**src/rtl/sipo.sv**
```systemverilog
// Serial-in parallel-out deserializer with sync-framed input and valid/ready output.
// Define SIPO_PARITY_EN to expect a trailing even-parity bit after the WIDTH data bits.
//
//   state   | meaning
//   --------+----------------------------------------------
//   S_IDLE  | waiting for sync; serial input ignored
//   S_SHIFT | frame in progress; one bit captured per cycle
module sipo #(
   parameter int WIDTH     = 8,
   parameter bit MSB_FIRST = 1'b1
) (
   input  logic             clk,
   input  logic             rst,
   input  logic             sync,
   input  logic             data_in,
   output logic [WIDTH-1:0] data_out,
   output logic             out_valid,
   input  logic             out_ready,
   output logic             busy,
   output logic             overrun,
   output logic             frame_err,
   output logic             parity_err
);

   localparam int CW = $clog2(WIDTH + 1);
`ifdef SIPO_PARITY_EN
   localparam int FRAME_BITS = WIDTH + 1;
`else
   localparam int FRAME_BITS = WIDTH;
`endif
   localparam logic [CW-1:0] LAST_IDX = CW'(FRAME_BITS - 1);

   localparam logic [0:0] S_IDLE  = 1'b0;
   localparam logic [0:0] S_SHIFT = 1'b1;

   logic [0:0]       state_q, state_d;
   logic [CW-1:0]    cnt_q, cnt_d;
   logic [WIDTH-1:0] sr_q, sr_d;
   logic [WIDTH-1:0] data_q, data_d;
   logic             valid_q, valid_d;
   logic             overrun_q, overrun_d;
   logic             frame_err_q, frame_err_d;
   logic             complete;
   logic             accept;
   logic [WIDTH-1:0] word;

   // First serial bit ends up at the MSB (shift left) or at bit 0 (shift right).
   function automatic logic [WIDTH-1:0] shift_in(input logic [WIDTH-1:0] sr, input logic b);
      if (MSB_FIRST)
         return {sr[WIDTH-2:0], b};
      else
         return {b, sr[WIDTH-1:1]};
   endfunction

`ifdef SIPO_PARITY_EN
   logic parity_err_q, parity_err_d;
`endif

   always_comb begin
      state_d     = state_q;
      cnt_d       = cnt_q;
      sr_d        = sr_q;
      data_d      = data_q;
      valid_d     = valid_q;
      overrun_d   = overrun_q;
      frame_err_d = frame_err_q;
      complete    = 1'b0;
      word        = sr_q;
      accept      = valid_q & out_ready;

      case (state_q)
         S_IDLE: begin
            if (sync) begin
               sr_d    = shift_in('0, data_in);
               cnt_d   = CW'(1);
               state_d = S_SHIFT;
            end
         end
         default: begin
            if (sync) begin
               frame_err_d = 1'b1;
               sr_d        = shift_in('0, data_in);
               cnt_d       = CW'(1);
            end else if (cnt_q == LAST_IDX) begin
               complete = 1'b1;
               state_d  = S_IDLE;
               cnt_d    = '0;
`ifndef SIPO_PARITY_EN
               sr_d = shift_in(sr_q, data_in);
               word = sr_d;
`endif
            end else begin
               sr_d  = shift_in(sr_q, data_in);
               cnt_d = cnt_q + CW'(1);
            end
         end
      endcase

      // A word completing while the previous one is still pending is dropped,
      // unless the consumer takes the old word in this same cycle.
      if (complete) begin
         if (!valid_q || accept) begin
            data_d  = word;
            valid_d = 1'b1;
         end else begin
            overrun_d = 1'b1;
         end
      end else if (accept) begin
         valid_d = 1'b0;
      end
   end

`ifdef SIPO_PARITY_EN
   always_comb begin
      parity_err_d = parity_err_q;
      if (complete && ((^sr_q) ^ data_in))
         parity_err_d = 1'b1;
   end

   always_ff @(posedge clk or posedge rst) begin
      if (rst)
         parity_err_q <= 1'b0;
      else
         parity_err_q <= parity_err_d;
   end

   assign parity_err = parity_err_q;
`else
   assign parity_err = 1'b0;
`endif

   always_ff @(posedge clk or posedge rst) begin
      if (rst) begin
         state_q     <= S_IDLE;
         cnt_q       <= '0;
         sr_q        <= '0;
         data_q      <= '0;
         valid_q     <= 1'b0;
         overrun_q   <= 1'b0;
         frame_err_q <= 1'b0;
      end else begin
         state_q     <= state_d;
         cnt_q       <= cnt_d;
         sr_q        <= sr_d;
         data_q      <= data_d;
         valid_q     <= valid_d;
         overrun_q   <= overrun_d;
         frame_err_q <= frame_err_d;
      end
   end

   assign data_out  = data_q;
   assign out_valid = valid_q;
   assign busy      = (state_q == S_SHIFT);
   assign overrun   = overrun_q;
   assign frame_err = frame_err_q;

endmodule

```
**config.mk**
```make
export PLATFORM = sky130hd
export DESIGN_NAME = sipo
export DESIGN_NICKNAME = d
export VERILOG_FILES = /design/src/rtl/sipo.sv
export SDC_FILE = /design/constraint.sdc
export NUM_CORES = 1
export LEC_CHECK = 0
export ABC_AREA = 1
export CORE_AREA = 2 2 52 54
export DETAILED_ROUTE_END_ITERATION = 10
export DIE_AREA = 0 0 54 56
export GPL_TIMING_DRIVEN = 0
export PLACE_DENSITY_LB_ADDON = 0.2
export SLEW_MARGIN = 20
export SYNTH_ARGS = -nofsm -noshare
export SYNTH_HDL_FRONTEND = slang
export SYNTH_SLANG_ARGS = --single-unit
```
**constraint.sdc**
```tcl
create_clock -name clk -period 1.3 [get_ports clk]
set_input_delay 0.195 -clock clk [delete_from_list [all_inputs] [get_ports clk]]
set_output_delay 0.195 -clock clk [all_outputs]
set_load 0.05 [all_outputs]
```
# [Word level (Yosys, flattened, before mapping)]
# Cells that the tools add are included.
[word_totals] word_cells=40 out_inout_bits=13 reg_bits=24 inputBits=5
[op_classes] n_addsub=1 reduce_logical=8 n_mux=20 eq_ne=2 bitwise=2
[op_table] op="8-bit two-way mux" count=6
[op_table] op="4-bit two-way mux" count=4
[op_table] op="1-bit two-way mux" count=10
[op_table] op="2-bit AND reduction" count=4
[op_table] op="4-bit by 1-bit adder with 4-bit output, second input constant" count=1
[op_table] op="4-bit by 3-bit equality test with 1-bit output, second input constant" count=1
[op_table] op="2-bit nonzero test" count=2
[op_table] op="2-bit by 1-bit != test with 1-bit output, second input constant" count=1
[op_table] op="1-bit AND" count=1
[op_table] op="1-bit zero test" count=1
[op_table] op="1-bit logical OR" count=1
[op_table] op="1-bit NOT" count=1

# [Depth between registers and ports, before layout]
[logic_depth] depth_word=6 ltp_mapped=7

# [Worst setup path before layout]
# No wires, ideal clock.
[synth_path] path_type="register to register" from="register state_q, in the netlist busy" to="register data_q[0], in the netlist data_out[0]" arrival_ns=1.178 required_time_ns=1.181 stages_incl_launch_ff=6 setup_time_ns=0.119 setup_slack_ns=0.003 period_less_slack_ns=1.297 path_cell_list="dfrtp_1 nand2_4 inv_4 nand3_2 nand2_1 nand2_1"
[synth_via] elab_chain_len=2 elab_cells_between_ends=3 cone_classes="mux (2); reduce/logical (1)"
[synth_rtl] element="from (decl)" line="36" source="logic [0:0] state_q, state_d;"
[synth_rtl] element="from (signal assigned)" line="142" source="state_q <= state_d;"
[synth_rtl] element="1-bit two-way mux" line="71" source="case (state_q)"
[synth_rtl] element="2-bit AND reduction (no source line)"
[synth_rtl] element="to (signal assigned)" line="145" source="data_q <= data_d;"
[synth_rtl] element="to (decl)" line="39" source="logic [WIDTH-1:0] data_q, data_d;"
# Several ways; a longest one is shown, not always the timed one.
# A chain may end at the register's enable or synchronous reset.

# [Final worst setup path]
[layout_path] from="register data_q[2], in the netlist data_out[2]" to="output port data_out[2]"
[layout_lines] element="to (decl)" line="16" source="output logic [WIDTH-1:0] data_out,"
# No word-level cell between the ends.

==> results.cfg <==
[synthesis]
synth_compound_area_share_pct = 9.219
synth_edf_count = 0
synth_warnings = 0
synth_area_leaders = dfrtp_1 59%, nand2_1 8.8%, nand4_1 5.8%
synth_top_family_by_area = simple AND/OR/NAND/NOR gates
syn_area_sq_um = 977.2
synthDistinctLibCells = 25
avgSynthCellArea_sq_um = 9.772
synth_seq_cells = 23
synthArstFlopShare_pct = 100.0
syn_inst = 100
synth_top_area_cell = dfrtp_1
synth_top_area_share_pct = 58.90
muxShareOfSynthArea_pct = 0
synth_flop_cell = dfrtp_1
yosysSeqAreaShare_pct = 58.90
synthTopCellsByCount = 23 x dfrtp_1, 23 x nand2_1, 12 x inv_1
syn-num-nets = 106
synthXorXnorAreaFrac_pct = 0
yosys.area_share.simple_pct = 21.38
synth_fa_ha_area_share_pct = 1.280

[power_and_ir_drop]
p_clk_share_pct = 19.8
switching_power_uw = 594.6
pwr-share-seq_pct = 51.0
peakVddDrop_mv = 0.8073
powerDensity_nw_per_um2 = 1338
combPwrFrac_pct = 29.2
swShare_pct = 35.84
leakagePower_uw = 0.0006104
internal_power_uw = 1065

[timing]
finClkSkew_ns = 0.001464
slew_headroom_pct = 43.98
fin_crit_sh_pct = 96.59
hold_viol_final = 0
post-route-min-period_ns = 1.256
slew_violations = 0
timing.fmax_ghz = 0.7964
worst_slew_pin_slew_ns = 0.8393
finalSetupViolCount = 0
whs_ns = 0.3439

[placement]
io_buffers = 16
placed_area_sq_um = 1175
gp_congestion = 0.7509
dp_hpwl_um = 1311

[grt]
grt_pass1_vias = 695
antenna_found_initial = 0
grt_overflow_total = 0
grt_max_degree = 24
track_usage_pct = 13.86
grt_pass1_wl_um = 3111

[drt]
wirelength_um = 1830
vias = 744
wl_per_cell_um = 12.04
drtIter0Drc = 6
drc = 0
first_pass_iters = 6
drtAntennaViolNets = 0
vias_per_cell = 4.895

[status]
outcome = finished clean

[final_layout]
fin_area_sq_um = 1240
num_antenna_cells = 0
fill_cells = 234
drive_gt1_share_pct = 25.41
area_growth_pct = 26.89
nets = 129

[setup_path]
cp_top_family = flip-flops
crit_required_ns = 1.11
cp.arrival_ns = 1.06
path_max_fanout = 2
worstSetupPathType = reg -> out
critPathLaunchType = flop
rr_endpoint = cnt_q[3]$_DFFE_PP0P_
critPathCaptureType = output pin
rrSetupSlack_ns = 0.07
worstRegToRegCells = 7
r2r-start = cnt_q[1]$_DFFE_PP0P_
max_stage_delay_ns = 0.38
critical_path.cell_chain = clkdlybuf4s15_2
cp_num_buf_inv = 1
cp_slowest_cell = dfrtp_1
startpoint = data_out[2]$_DFFE_PP0P_

[floorplanning]
initial_core_util_pct = 40.17
die_w_um = 54
design.die.area_sq_um = 3024
die_h_um = 56
coreArea_sq_um = 2432
ios = 18
num_rows = 18

[clocking]
cts-root-buf = clkbuf_4
cts.sinks = 23
path_clk_slew_ns = 0.12
clk_latency_ns = 0.31
cts_tree = done
htree_levels = 1
cts_made_buffers = 3
clockBufferDepth = 2

[run]
drv_cap = 0

[worst_hold_path]
min_path_type = in -> async
[worst max-delay path by stage]
| stage | to | slack (ns) | cells after the start |
|---|---|---|---|
| after floorplan | data_out[0]$_DFFE_PP0P_ | 0.003 | 5 |
| after global placement | busy | -0.18 | 1 |
| after detailed placement | busy | -0.19 | 1 |
| after CTS | data_out[2]$_DFFE_PP0P_ | 0.01 | 6 |
| after global routing | data_out[3]$_DFFE_PP0P_ | -0.009 | 6 |
| final | data_out[2] | 0.04 | 1 |
[power groups by stage]
stage	clock network, uW	registers (uW)	logic, uW
finish	328	846	485
floorplan	0	1040	140
detailed placement	0	864	479
global route	364	855	522
CTS	343	847	473
global placement	0	857	473
[routing by layer]
metal,routed length [um],vias up,global-route usage [%]
li1,-,373,-
met1,878,350,19.14
met2,841,17,20.73
met3,80,4,2.419
met4,29,0,6.429
met5,0,-,0
[timing repair]
item / in CTS / in global routing
gates resized for setup: 39 / 7
setup buffers: 1 / 1
gates cloned: 0 / 0
endpoints found under the setup margin: 16 / 12
hold buffers: 0 / 0
[registers in the layout (all words and copies together) (netlist names)]
| register | count |
|---|---|
| busy | 1 |
| frame_err | 1 |
| data_out | 8 |
| overrun | 1 |
| cnt_q | 4 |
| sr_q | 7 |
| out_valid | 1 |
[placed cells by master, fill, tap and decap left out, types with 2 or more instances in the layout]
cell type and n:
inv_1 12, nand4_1 9, o21ai_0 2, clkbuf_4 3
nand3_1 2, a21oi_1 2, buf_4 4, nand2_1 23
clkdlybuf4s15_2 9, nand2_2 2, buf_2 2, o22ai_1 6
nor2_1 3, dfrtp_1 23, clkdlybuf4s50_1 4, buf_6 2
[worst reg2reg max path: cells and delay by family (launching register included)]
family,cells,cell delay (ns)
fa+ha+maj,1,0.20
buf+inv,1,0.16
simple gates,5,0.38
flops,1,0.40
[cells by family after synthesis]
| family | count (synthesis) |
|---|---|
| buffers and inverters | 18 |
| other | 1 |
| DFF | 23 |
| adders and majority gates | 1 |
| and+or+nand+nor | 43 |
| AOI/OAI and AO/OA | 14 |
[cell type report]
cell class / instances / area [sq um] / area share [%]
Inverter: 14 / 55.05 / 4.440
Timing Repair Buffer: 18 / 178.9 / 14.43
Sequential cell: 23 / 575.6 / 46.42
Multi-Input combinational cell: 59 / 330.3 / 26.64
Buffer: 4 / 35.03 / 2.825
Tap cell: 30 / 37.54 / 3.027
Clock inverter: 1 / 5.005 / 0.4036
Clock buffer: 3 / 22.52 / 1.816
[metrics by stage]
step | instances | setup TNS (ns) | power, uW | setup WS [ns] | util (%)
global route | 152 | -0.01382 | 1742 | -0.008602 | 50.98
CTS | 151 | 0 | 1663 | 0.01258 | 50.21
detailed placement | 146 | -1.680 | 1343 | -0.1902 | 48.30
floorplan | 100 | 0 | 1182 | 0.002883 | -
finish | 152 | 0 | 1659 | 0.04436 | 50.98
global placement | 146 | -1.133 | 1331 | -0.1847 | 48.30
Power figures use the tool's default switching activity.
